`src/rtl/glyph_pkg.sv`:
```
// Shared constants and types for the glyph plotter: letter codes, screen defaults, FSM states.
package glyph_pkg;

  localparam int unsigned GLYPH_DIM     = 4;
  localparam int unsigned DEF_SCREEN_W  = 160;
  localparam int unsigned DEF_SCREEN_H  = 120;
  localparam logic [2:0]  DEF_BG_COLOUR = 3'b000;

  localparam logic [4:0] LTR_A = 5'd1,  LTR_B = 5'd2,  LTR_C = 5'd3,  LTR_D = 5'd4;
  localparam logic [4:0] LTR_E = 5'd5,  LTR_F = 5'd6,  LTR_G = 5'd7,  LTR_H = 5'd8;
  localparam logic [4:0] LTR_I = 5'd9,  LTR_J = 5'd10, LTR_K = 5'd11, LTR_L = 5'd12;
  localparam logic [4:0] LTR_M = 5'd13, LTR_N = 5'd14, LTR_O = 5'd15, LTR_P = 5'd16;
  localparam logic [4:0] LTR_Q = 5'd17, LTR_R = 5'd18, LTR_S = 5'd19, LTR_T = 5'd20;
  localparam logic [4:0] LTR_U = 5'd21, LTR_V = 5'd22, LTR_W = 5'd23, LTR_X = 5'd24;
  localparam logic [4:0] LTR_Y = 5'd25, LTR_Z = 5'd26;

  typedef enum logic [1:0] {
    StIdle,
    StDraw,
    StClear,
    StDone
  } state_e;

endpackage

```
`src/rtl/glyph_plotter_if.sv`:
```
// Request/pixel bus between the drawing controller (master) and the glyph plotter (slave).
interface glyph_plotter_if;
  logic       start;
  logic       clear_req;
  logic [4:0] letter;
  logic [7:0] x0;
  logic [6:0] y0;
  logic [2:0] fg_colour;
  logic [7:0] x;
  logic [6:0] y;
  logic [2:0] colour;
  logic       plot;
  logic       busy;
  logic       done;

  modport master (
    output start, clear_req, letter, x0, y0, fg_colour,
    input  x, y, colour, plot, busy, done
  );

  modport slave (
    input  start, clear_req, letter, x0, y0, fg_colour,
    output x, y, colour, plot, busy, done
  );
endinterface

```
`src/rtl/glyph_rom.sv`:
```
// 4x4 glyph table: bit idx = row*4 + col, bit 0 is the top-left cell; invalid codes give 0.
module glyph_rom
  import glyph_pkg::*;
(
  input  logic [4:0]  letter_i,
  output logic [15:0] glyph_o
);

  always_comb begin
    glyph_o = 16'h0000;
    case (letter_i)
      LTR_A: glyph_o = 16'h9F96;
      LTR_B: glyph_o = 16'h7977;
      LTR_C: glyph_o = 16'hE11E;
      LTR_D: glyph_o = 16'h7997;
      LTR_E: glyph_o = 16'hF17F;
      LTR_F: glyph_o = 16'h117F;
      LTR_G: glyph_o = 16'hE91E;
      LTR_H: glyph_o = 16'h99F9;
      LTR_I: glyph_o = 16'h7227;
      LTR_J: glyph_o = 16'h6988;
      LTR_K: glyph_o = 16'h9579;
      LTR_L: glyph_o = 16'hF111;
      LTR_M: glyph_o = 16'h9FF9;
      LTR_N: glyph_o = 16'h9DB9;
      LTR_O: glyph_o = 16'hF99F;
      LTR_P: glyph_o = 16'h1797;
      LTR_Q: glyph_o = 16'hA596;
      LTR_R: glyph_o = 16'h9797;
      LTR_S: glyph_o = 16'h7C3E;
      LTR_T: glyph_o = 16'h222F;
      LTR_U: glyph_o = 16'h6999;
      LTR_V: glyph_o = 16'h4A99;
      LTR_W: glyph_o = 16'h6F99;
      LTR_X: glyph_o = 16'h9669;
      LTR_Y: glyph_o = 16'h2269;
      LTR_Z: glyph_o = 16'hF24F;
      default: glyph_o = 16'h0000;
    endcase
  end

endmodule

```
`src/rtl/glyph_plotter.sv`:
```
// Glyph plotter: draws 4x4 letter glyphs or sweeps the screen clear, one pixel per clock.
// Build option `GLYPH_BG_EN: unset glyph cells are also plotted in the background colour.
module glyph_plotter
  import glyph_pkg::*;
#(
  parameter int unsigned SCREEN_W  = DEF_SCREEN_W,
  parameter int unsigned SCREEN_H  = DEF_SCREEN_H,
  parameter logic [2:0]  BG_COLOUR = DEF_BG_COLOUR
) (
  input logic            clk,
  input logic            reset,
  glyph_plotter_if.slave bus
);

  localparam logic [8:0]  XLimit    = 9'(SCREEN_W);
  localparam logic [7:0]  YLimit    = 8'(SCREEN_H);
  localparam logic [7:0]  SxLast    = 8'(SCREEN_W - 1);
  localparam logic [14:0] SweepLast = 15'(SCREEN_W * SCREEN_H - 1);
  localparam logic [3:0]  IdxLast   = 4'(GLYPH_DIM * GLYPH_DIM - 1);

  state_e      state_q, state_d;
  logic [3:0]  idx_q, idx_d;
  logic [14:0] sweep_q, sweep_d;
  logic [7:0]  sx_q, sx_d;
  logic [6:0]  sy_q, sy_d;
  logic [4:0]  letter_q, letter_d;
  logic [7:0]  x0_q, x0_d;
  logic [6:0]  y0_q, y0_d;
  logic [2:0]  fg_q, fg_d;
  logic [7:0]  x_q, x_d;
  logic [6:0]  y_q, y_d;
  logic [2:0]  colour_q, colour_d;
  logic        plot_q, plot_d;
  logic        busy_q, busy_d;
  logic        done_q, done_d;

  logic [15:0] glyph;
  logic [8:0]  cell_x;
  logic [7:0]  cell_y;
  logic        cell_in;
  logic        cell_set;

  glyph_rom u_rom (
    .letter_i (letter_q),
    .glyph_o  (glyph)
  );

  // One bit of headroom so cells past the right/bottom edge are clipped, not wrapped.
  always_comb begin
    cell_x   = {1'b0, x0_q} + {7'd0, idx_q[1:0]};
    cell_y   = {1'b0, y0_q} + {6'd0, idx_q[3:2]};
    cell_in  = (cell_x < XLimit) && (cell_y < YLimit);
    cell_set = glyph[idx_q];
  end

  always_comb begin
    state_d  = state_q;
    idx_d    = idx_q;
    sweep_d  = sweep_q;
    sx_d     = sx_q;
    sy_d     = sy_q;
    letter_d = letter_q;
    x0_d     = x0_q;
    y0_d     = y0_q;
    fg_d     = fg_q;
    x_d      = x_q;
    y_d      = y_q;
    colour_d = colour_q;
    plot_d   = 1'b0;
    busy_d   = 1'b0;
    done_d   = 1'b0;

    unique case (state_q)
      StIdle: begin
        if (bus.clear_req) begin
          state_d = StClear;
          sweep_d = '0;
          sx_d    = '0;
          sy_d    = '0;
        end else if (bus.start) begin
          state_d  = StDraw;
          idx_d    = '0;
          letter_d = bus.letter;
          x0_d     = bus.x0;
          y0_d     = bus.y0;
          fg_d     = bus.fg_colour;
        end
      end
      StDraw: begin
        busy_d = 1'b1;
        x_d    = cell_x[7:0];
        y_d    = cell_y[6:0];
`ifdef GLYPH_BG_EN
        plot_d   = cell_in;
        colour_d = cell_set ? fg_q : BG_COLOUR;
`else
        plot_d   = cell_in && cell_set;
        colour_d = fg_q;
`endif
        idx_d = idx_q + 4'd1;
        if (idx_q == IdxLast) begin
          state_d = StDone;
        end
      end
      StClear: begin
        busy_d   = 1'b1;
        plot_d   = 1'b1;
        colour_d = BG_COLOUR;
        x_d      = sx_q;
        y_d      = sy_q;
        // Counters freeze on the last pixel so the sweep never wraps.
        if (sweep_q == SweepLast) begin
          state_d = StDone;
        end else begin
          sweep_d = sweep_q + 15'd1;
          if (sx_q == SxLast) begin
            sx_d = '0;
            sy_d = sy_q + 7'd1;
          end else begin
            sx_d = sx_q + 8'd1;
          end
        end
      end
      StDone: begin
        done_d  = 1'b1;
        state_d = StIdle;
      end
    endcase
  end

  always_ff @(posedge clk) begin
    if (reset) begin
      state_q  <= StIdle;
      idx_q    <= '0;
      sweep_q  <= '0;
      sx_q     <= '0;
      sy_q     <= '0;
      letter_q <= '0;
      x0_q     <= '0;
      y0_q     <= '0;
      fg_q     <= '0;
      x_q      <= '0;
      y_q      <= '0;
      colour_q <= '0;
      plot_q   <= 1'b0;
      busy_q   <= 1'b0;
      done_q   <= 1'b0;
    end else begin
      state_q  <= state_d;
      idx_q    <= idx_d;
      sweep_q  <= sweep_d;
      sx_q     <= sx_d;
      sy_q     <= sy_d;
      letter_q <= letter_d;
      x0_q     <= x0_d;
      y0_q     <= y0_d;
      fg_q     <= fg_d;
      x_q      <= x_d;
      y_q      <= y_d;
      colour_q <= colour_d;
      plot_q   <= plot_d;
      busy_q   <= busy_d;
      done_q   <= done_d;
    end
  end

  assign bus.x      = x_q;
  assign bus.y      = y_q;
  assign bus.colour = colour_q;
  assign bus.plot   = plot_q;
  assign bus.busy   = busy_q;
  assign bus.done   = done_q;

endmodule
```
`src/flat_wrapper.sv`:
```
// flat-port wrapper written by rule: the top's interface ports become plain ports
module glyph_plotter_flat import glyph_pkg::*;
#(
  parameter int unsigned SCREEN_W  = DEF_SCREEN_W,
  parameter int unsigned SCREEN_H  = DEF_SCREEN_H,
  parameter logic [2:0]  BG_COLOUR = DEF_BG_COLOUR
)
  (clk, reset, bus_start, bus_clear_req, bus_letter, bus_x0, bus_y0, bus_fg_colour, bus_x, bus_y, bus_colour, bus_plot, bus_busy, bus_done);
  glyph_plotter_if bus_i ();
  input logic clk;
  input logic reset;
  input wire logic [$bits(bus_i.start)-1:0] bus_start;
  input wire logic [$bits(bus_i.clear_req)-1:0] bus_clear_req;
  input wire logic [$bits(bus_i.letter)-1:0] bus_letter;
  input wire logic [$bits(bus_i.x0)-1:0] bus_x0;
  input wire logic [$bits(bus_i.y0)-1:0] bus_y0;
  input wire logic [$bits(bus_i.fg_colour)-1:0] bus_fg_colour;
  output wire logic [$bits(bus_i.x)-1:0] bus_x;
  output wire logic [$bits(bus_i.y)-1:0] bus_y;
  output wire logic [$bits(bus_i.colour)-1:0] bus_colour;
  output wire logic [$bits(bus_i.plot)-1:0] bus_plot;
  output wire logic [$bits(bus_i.busy)-1:0] bus_busy;
  output wire logic [$bits(bus_i.done)-1:0] bus_done;
  assign bus_i.start = bus_start;
  assign bus_i.clear_req = bus_clear_req;
  assign bus_i.letter = bus_letter;
  assign bus_i.x0 = bus_x0;
  assign bus_i.y0 = bus_y0;
  assign bus_i.fg_colour = bus_fg_colour;
  assign bus_x = bus_i.x;
  assign bus_y = bus_i.y;
  assign bus_colour = bus_i.colour;
  assign bus_plot = bus_i.plot;
  assign bus_busy = bus_i.busy;
  assign bus_done = bus_i.done;
  glyph_plotter #(.SCREEN_W(SCREEN_W), .SCREEN_H(SCREEN_H), .BG_COLOUR(BG_COLOUR)) u_core (.clk(clk), .reset(reset), .bus(bus_i));
endmodule
```
`config.mk`:
```
export PLATFORM = sky130hd
export DESIGN_NAME = glyph_plotter_flat
export DESIGN_NICKNAME = d
export VERILOG_FILES = /design/src/rtl/glyph_pkg.sv /design/src/rtl/glyph_plotter_if.sv /design/src/rtl/glyph_rom.sv /design/src/rtl/glyph_plotter.sv /design/src/flat_wrapper.sv
export SDC_FILE = /design/constraint.sdc
export NUM_CORES = 1
export LEC_CHECK = 0
export BUFFER_PORTS_ARGS = -buffer_cell sky130_fd_sc_hd__buf_2
export CORE_ASPECT_RATIO = 1.25
export CORE_MARGIN = 2
export CORE_UTILIZATION = 23
export CTS_BUF_LIST = sky130_fd_sc_hd__clkbuf_8
export DETAILED_ROUTE_END_ITERATION = 16
export GPL_TIMING_DRIVEN = 1
export PLACE_DENSITY = 0.5
export SLEW_MARGIN = 20
export SYNTH_ARGS = -nofsm -noshare
export SYNTH_HDL_FRONTEND = slang
export SYNTH_SLANG_ARGS = --single-unit
export TNS_END_PERCENT = 20
```
`constraint.sdc`:
```
create_clock -name clk -period 3.8 [get_ports clk]
set_clock_uncertainty 0.2 [all_clocks]
set_input_delay 0.57 -clock clk [delete_from_list [all_inputs] [get_ports clk]]
set_output_delay 0.57 -clock clk [all_outputs]
set_load 0.02 [all_outputs]
```
# Word-level counts from Yosys, hierarchy flattened
# Memory sizes are Yosys's and may differ from the RTL's. A register that Yosys moved wholly into a read port is not among the register bits.
# Index checks and enable logic that the tools add are counted.
# totals
rom_bits	512
memories	1
regBits	80
output_inout_bits	21
# op_classes
n_eq_ne	14
muxes	29
n_lt_le_gt_ge	3
reduce_logical	12
addsub	6
bitwise_logic	1
# mem_list
memory	depth	word_bits	read_ports	rd_ports_with_merged_regs	wr	line_no	text
(no name shown)	32	16	1	1	0	glyph_rom.sv:11	case (letter_i)
# op_table
op	n
$pmux 8 s2	2
$mux 15	2
$pmux 15 s2	1
$pmux 7 s2	2
$mux 8	3
$mux 7	3
$add 15x1->15 const B	1
$eq 15x15->1 const B	1
$reduce_and 3->1	4
$mux 5	2
$add 8x2->9	1
$lt 9x8->1 const B	1
$add 7x2->8	1
$add 8x1->8 const B	1
$eq 8x8->1 const B	1
$lt 8x7->1 const B	1
$mux 2	4
$mux 4	2
$ne 2x2->1 const B	4
$pmux 2 s4	1
$pmux 4 s2	1
$add 7x1->7 const B	1
$ne 2x1->1 const B	3
$pmux 3 s2	1
15 further kinds	21

# Depth between registers and ports, before layout
# logic_depth
ltp_word	5
mapped_depth	12
depth_no_buf	11

# By module
# Synthesis repeated with hierarchy kept, for this count alone.
# hier_totals
hier_cells	614
area_unflattened_um2	4835.9
# by_module_without_submodules
mod	n_inst	area_per_inst_um2	cells_each
glyph_plotter	1	4076.4	499
glyph_rom	1	759.5	115

# Worst setup path before layout
# OpenSTA, ideal clock, no wires.
# synth_timing
kind	reg2reg
from	register u_core.state_q[0]
to	register, netlist name u_core.u_rom.glyph_o[13]
synth_period_minus_slack_ps	2810
arrival_ps	2476
path_slack_ps	990
stages_incl_launch_ff	12
required_ps	3466
cell_sequence	dfxtp_1 > inv_1 > ha_1 > buf_2 > nand3b_1 > nand2_1 > a21oi_1 > inv_1 > ha_1 > or2_2 > o221ai_1 > a32oi_1
# synth_via
elab_chain_cells	4
# synth_rtl
item	line_no	text
start: declaration	glyph_plotter.sv:21	state_e state_q, state_d;
start signal: assignment	glyph_plotter.sv:133	state_q <= StIdle;
start signal: assignment	glyph_plotter.sv:149	state_q <= state_d;
$logic_not 2->1	glyph_plotter.sv:73	unique case (state_q)
$reduce_and 3->1 (no source line)	--	
$mux 5 (no source line) (2 in series)	--	
# No other way between the ends.
# A chain may end at the register's enable or synchronous reset.

# Worst setup path after layout
# layout_timing
from	register u_core.state_q[0]
to	register, netlist name u_core.u_rom.glyph_o[14]
# layout_via
elab_chain_cells	4
# layout_rtl
item	line_no
$logic_not 2->1	glyph_plotter.sv:73
$reduce_and 3->1 (no source line)	--
$mux 5 (no source line) (2 in series)	--
# No other way between the ends.

==> impl_metrics.csv <==
group,metric,value,unit
logic_synthesis,synth_edf_count,0,
logic_synthesis,synth_area,0.00517,mm2
logic_synthesis,async_reset_ff_frac,0,
worst_setup_path,cp-end-kind,"register",
logic_synthesis,synth_area_leaders,"dfxtp_1, a21oi_1, nand2_1, ha_1, mux2i_1",
clock_network,holdBufCountCts,0,
placed_design,portBuffers,47,
die,io_pins,48,
die,initial_core_util,0.234,
power,combPwrFrac,0.353,
die,rows,61,
detailed_routing,vias_per_cell,4.91,
status,status,"finished, final reports clean",
power,p_sw,1.10,mW
global_routing,grt_pass1_wl,23500,um
timing,max_freq,328,MHz
global_routing,antenna_found_initial,1,
timing,grt_setup_unrepaired,"no",
logic_synthesis,synth.net_count,665,
die,die_area,0.0237,mm2
detailed_routing,antenna_left,0,
die,die_h,172,um
die,coreArea,0.0221,mm2
logic_synthesis,synth-seq-area-share,0.368,
placed_design,dp.cells,921,
timing,setup_tns,0,ns
worst_setup_path,arrival,3.09,ns
layout,final_util,0.264,
global_routing,grt_pass1_vias,4399,
worst_setup_path,cp.required,3.85,ns
timing,finalHoldViolCount,0,
power,leakage,2.12,nW
placed_design,gp_congestion,0.866,
clock_network,cts_buffer_depth,2,
logic_synthesis,synth.avg_cell_area,8.38,um2
timing,min_period,3.05,ns
layout,layout-drive-gt1-share,0.138,
power,internal-power,1.78,mW
worst_setup_path,cp_cell_sequence,"inv_1, ha_1, and3b_1, buf_4, nand2_1, a21oi_1, buf_4, inv_1, ha_1, or2_2, o221ai_1, a32oi_1",
clock_network,cts_resized,0,
detailed_routing,drc,0,
timing,final-setup-viol-count,0,
clock_network,cts-root-buf,"clkbuf_8",
worst_setup_path,max_stage_delay,0.39,ns
detailed_routing,wl,14800,um
logic_synthesis,synthCells,617,
detailed_routing,first_iter_violations,344,
worst_setup_path,critPathKind,"reg -> reg",
layout,final_nets,697,
placed_design,dp_slack,0.606,ns
worst_setup_path,cp_max_fo,27,
die,die_w,138,um
global_routing,grt_max_degree,55,
layout,antenna_cells,0,
power,netSwitchingFraction,0.381,
clock_network,clk_pin_slew,0.10,ns
logic_synthesis,ys.flop_type,"dfxtp_1",
detailed_routing,dr.pass1.iters,5,
logic_synthesis,yosys.area.top_type,"dfxtp_1",
placed_design,place_hpwl,10900,um
logic_synthesis,yosysWarnings,0,
worst_setup_path,cp-start-kind,"register",
layout,area_delta_synth_final,12.9,%
logic_synthesis,yosysTopAreaCellShare,0.368,
global_routing,grt_overflow,0,
timing,max_slew_margin,0.360,
power,ir_drop,154,uV
clock_network,cts_tree,"yes",
power,power.density,493,mW/mm2
job,cap_violations,0,
timing,finalWorstSetupSlack,0.754,ns
timing,tightest_slew,0.954,ns
timing,drv_slew,0,
clock_network,tritoncts.num_buffers,9,
detailed_routing,vias,4597,
worst_hold_path,min_path_type,"in -> reg",
power,p_seq_frac,0.430,
worst_setup_path,slowest_stage,"ha_1",
clock_network,cts_max_level,3,
power,p_total,2.88,mW
logic_synthesis,synth_cell_types,68,
clock_network,clk_latency,0.37,ns
logic_synthesis,ys_ff_latch,95,
worst_setup_path,path_buf_inv,4,
global_routing,grt_use_total,0.122,
detailed_routing,wl_per_cell,15.8,um
clock_network,cts_sinks,95,
layout,fin_cells,937,
clock_network,cts_setup_buffers,0,
power,power.share.clock,0.216,
timing,fin_crit_sh,0.802,
worst_setup_path,cp_top_family,"buffers and inverters",
==> cell families after synthesis <==
family                     synth area share
xor gates and xnor gates             0.0305
muxes                                0.0602
adders and majority gates            0.0537
AOI/OAI and AO/OA                     0.222
DFF                                   0.368
and+or+nand+nor                       0.214
buffers and inverters                0.0518
==> worst paths after layout <==
check             depth (start not counted)              start  slack [ns]                       end
setup / recovery                         12  u_core.state_q[0]        0.75  u_core.u_rom.glyph_o[14]
hold / removal                            3          bus_x0[0]        0.24            u_core.x0_q[0]
hold reg to reg                           2     u_core.x0_q[0]        0.26            u_core.x0_q[0]
setup reg to reg                         12  u_core.state_q[0]        0.75  u_core.u_rom.glyph_o[14]
==> stage by stage <==
step | hold slack (ns) | cell area [um2]
after floorplan | 0.232 | 5170
after global placement | 0.247 | 5660
after detailed placement | 0.253 | 5660
after CTS | 0.230 | 5840
after global routing | 0.220 | 5840
final | 0.244 | 5840
==> synth_stat cells (4+ instances only) <==
master     n
o211ai_1  11
xor2_1     9
inv_1     23
dfxtp_1   95
a21o_1     6
nand2b_1  15
and3_1     6
or4_1      4
ha_1      19
nor2_1    33
mux2i_1   18
nor3_1     7
or3_1      9
nand4_1   10
o31ai_1    4
xnor2_1    9
and2_1     4
a32oi_1    4
nand2_1   75
buf_1      4
o21ai_0   36
a21oi_1   62
buf_2      7
a31oi_1    7
nand3_1   25
o21ai_1    4
clkbuf_1  20
nor2b_1    6
a211oi_1  10
mux4_2     4
nand3b_1   6
==> flip-flops by register name, indices dropped and copies added, names as in the netlist, 4 cells and up <==
register / flops
u_core.sweep_q: 15
u_core.u_rom.glyph_o: 15
u_core.bus.x: 8
u_core.sx_q: 8
u_core.x0_q: 8
u_core.bus.y: 7
u_core.sy_q: 7
u_core.y0_q: 7
u_core.letter_q: 5
u_core.idx_q: 4
==> area by class of cell <==
type,instances,area [um2]
inverters,23,86.3
clock buffers,11,151
multi-input cells,462,3000
well taps,283,354
flip-flops and latches,95,1900
fillers,2413,16300
clock inverters,5,25.0
repair buffers,58,318
==> placed cells by master, fill, tap and decap left out, types with 7 or more instances in the layout <==
cell      instances
dfxtp_1          95
nand2_1          75
a21oi_1          62
buf_2            47
o21ai_0          36
nor2_1           33
inv_1            25
nand3_1          25
ha_1             19
mux2i_1          18
nand2b_1         15
o211ai_1         11
clkbuf_8         11
buf_4            11
a211oi_1         10
nand4_1          10
or3_1             9
xnor2_1           9
xor2_1            9
a31oi_1           7
nor3_1            7
==> power by group through the flow <==
stage	registers, mW	clock network (mW)	logic (mW)
2_1_floorplan	1.28	0	0.702
3_3_place_gp	1.27	0	1.03
3_5_place_dp	1.27	0	1.02
4_1_cts	1.24	0.646	1.03
5_1_grt	1.26	0.683	1.13
6_report	1.24	0.623	1.02
==> worst reg2reg max path, delay by kind of cell, from the launching register on <==
| family | cells | cell delay (ns) |
|---|---|---|
| AO/OA/AOI/OAI | 3 | 0.49 |
| buffers and inverters | 4 | 0.68 |
| AND/OR/NAND/NOR | 3 | 0.64 |
| adder cells (fa/ha/maj) | 2 | 0.56 |
| flip-flops | 1 | 0.35 |
==> layer usage <==
metal / vias up / wire (um) / global-route usage
met5: - / 11 / 0
met4: 2 / 487 / 0.0550
met3: 31 / 443 / 0.0173
met2: 94 / 7840 / 0.230
met1: 2171 / 6000 / 0.137
li1: 2299 / - / -
Power figures use the tool's default switching activity.
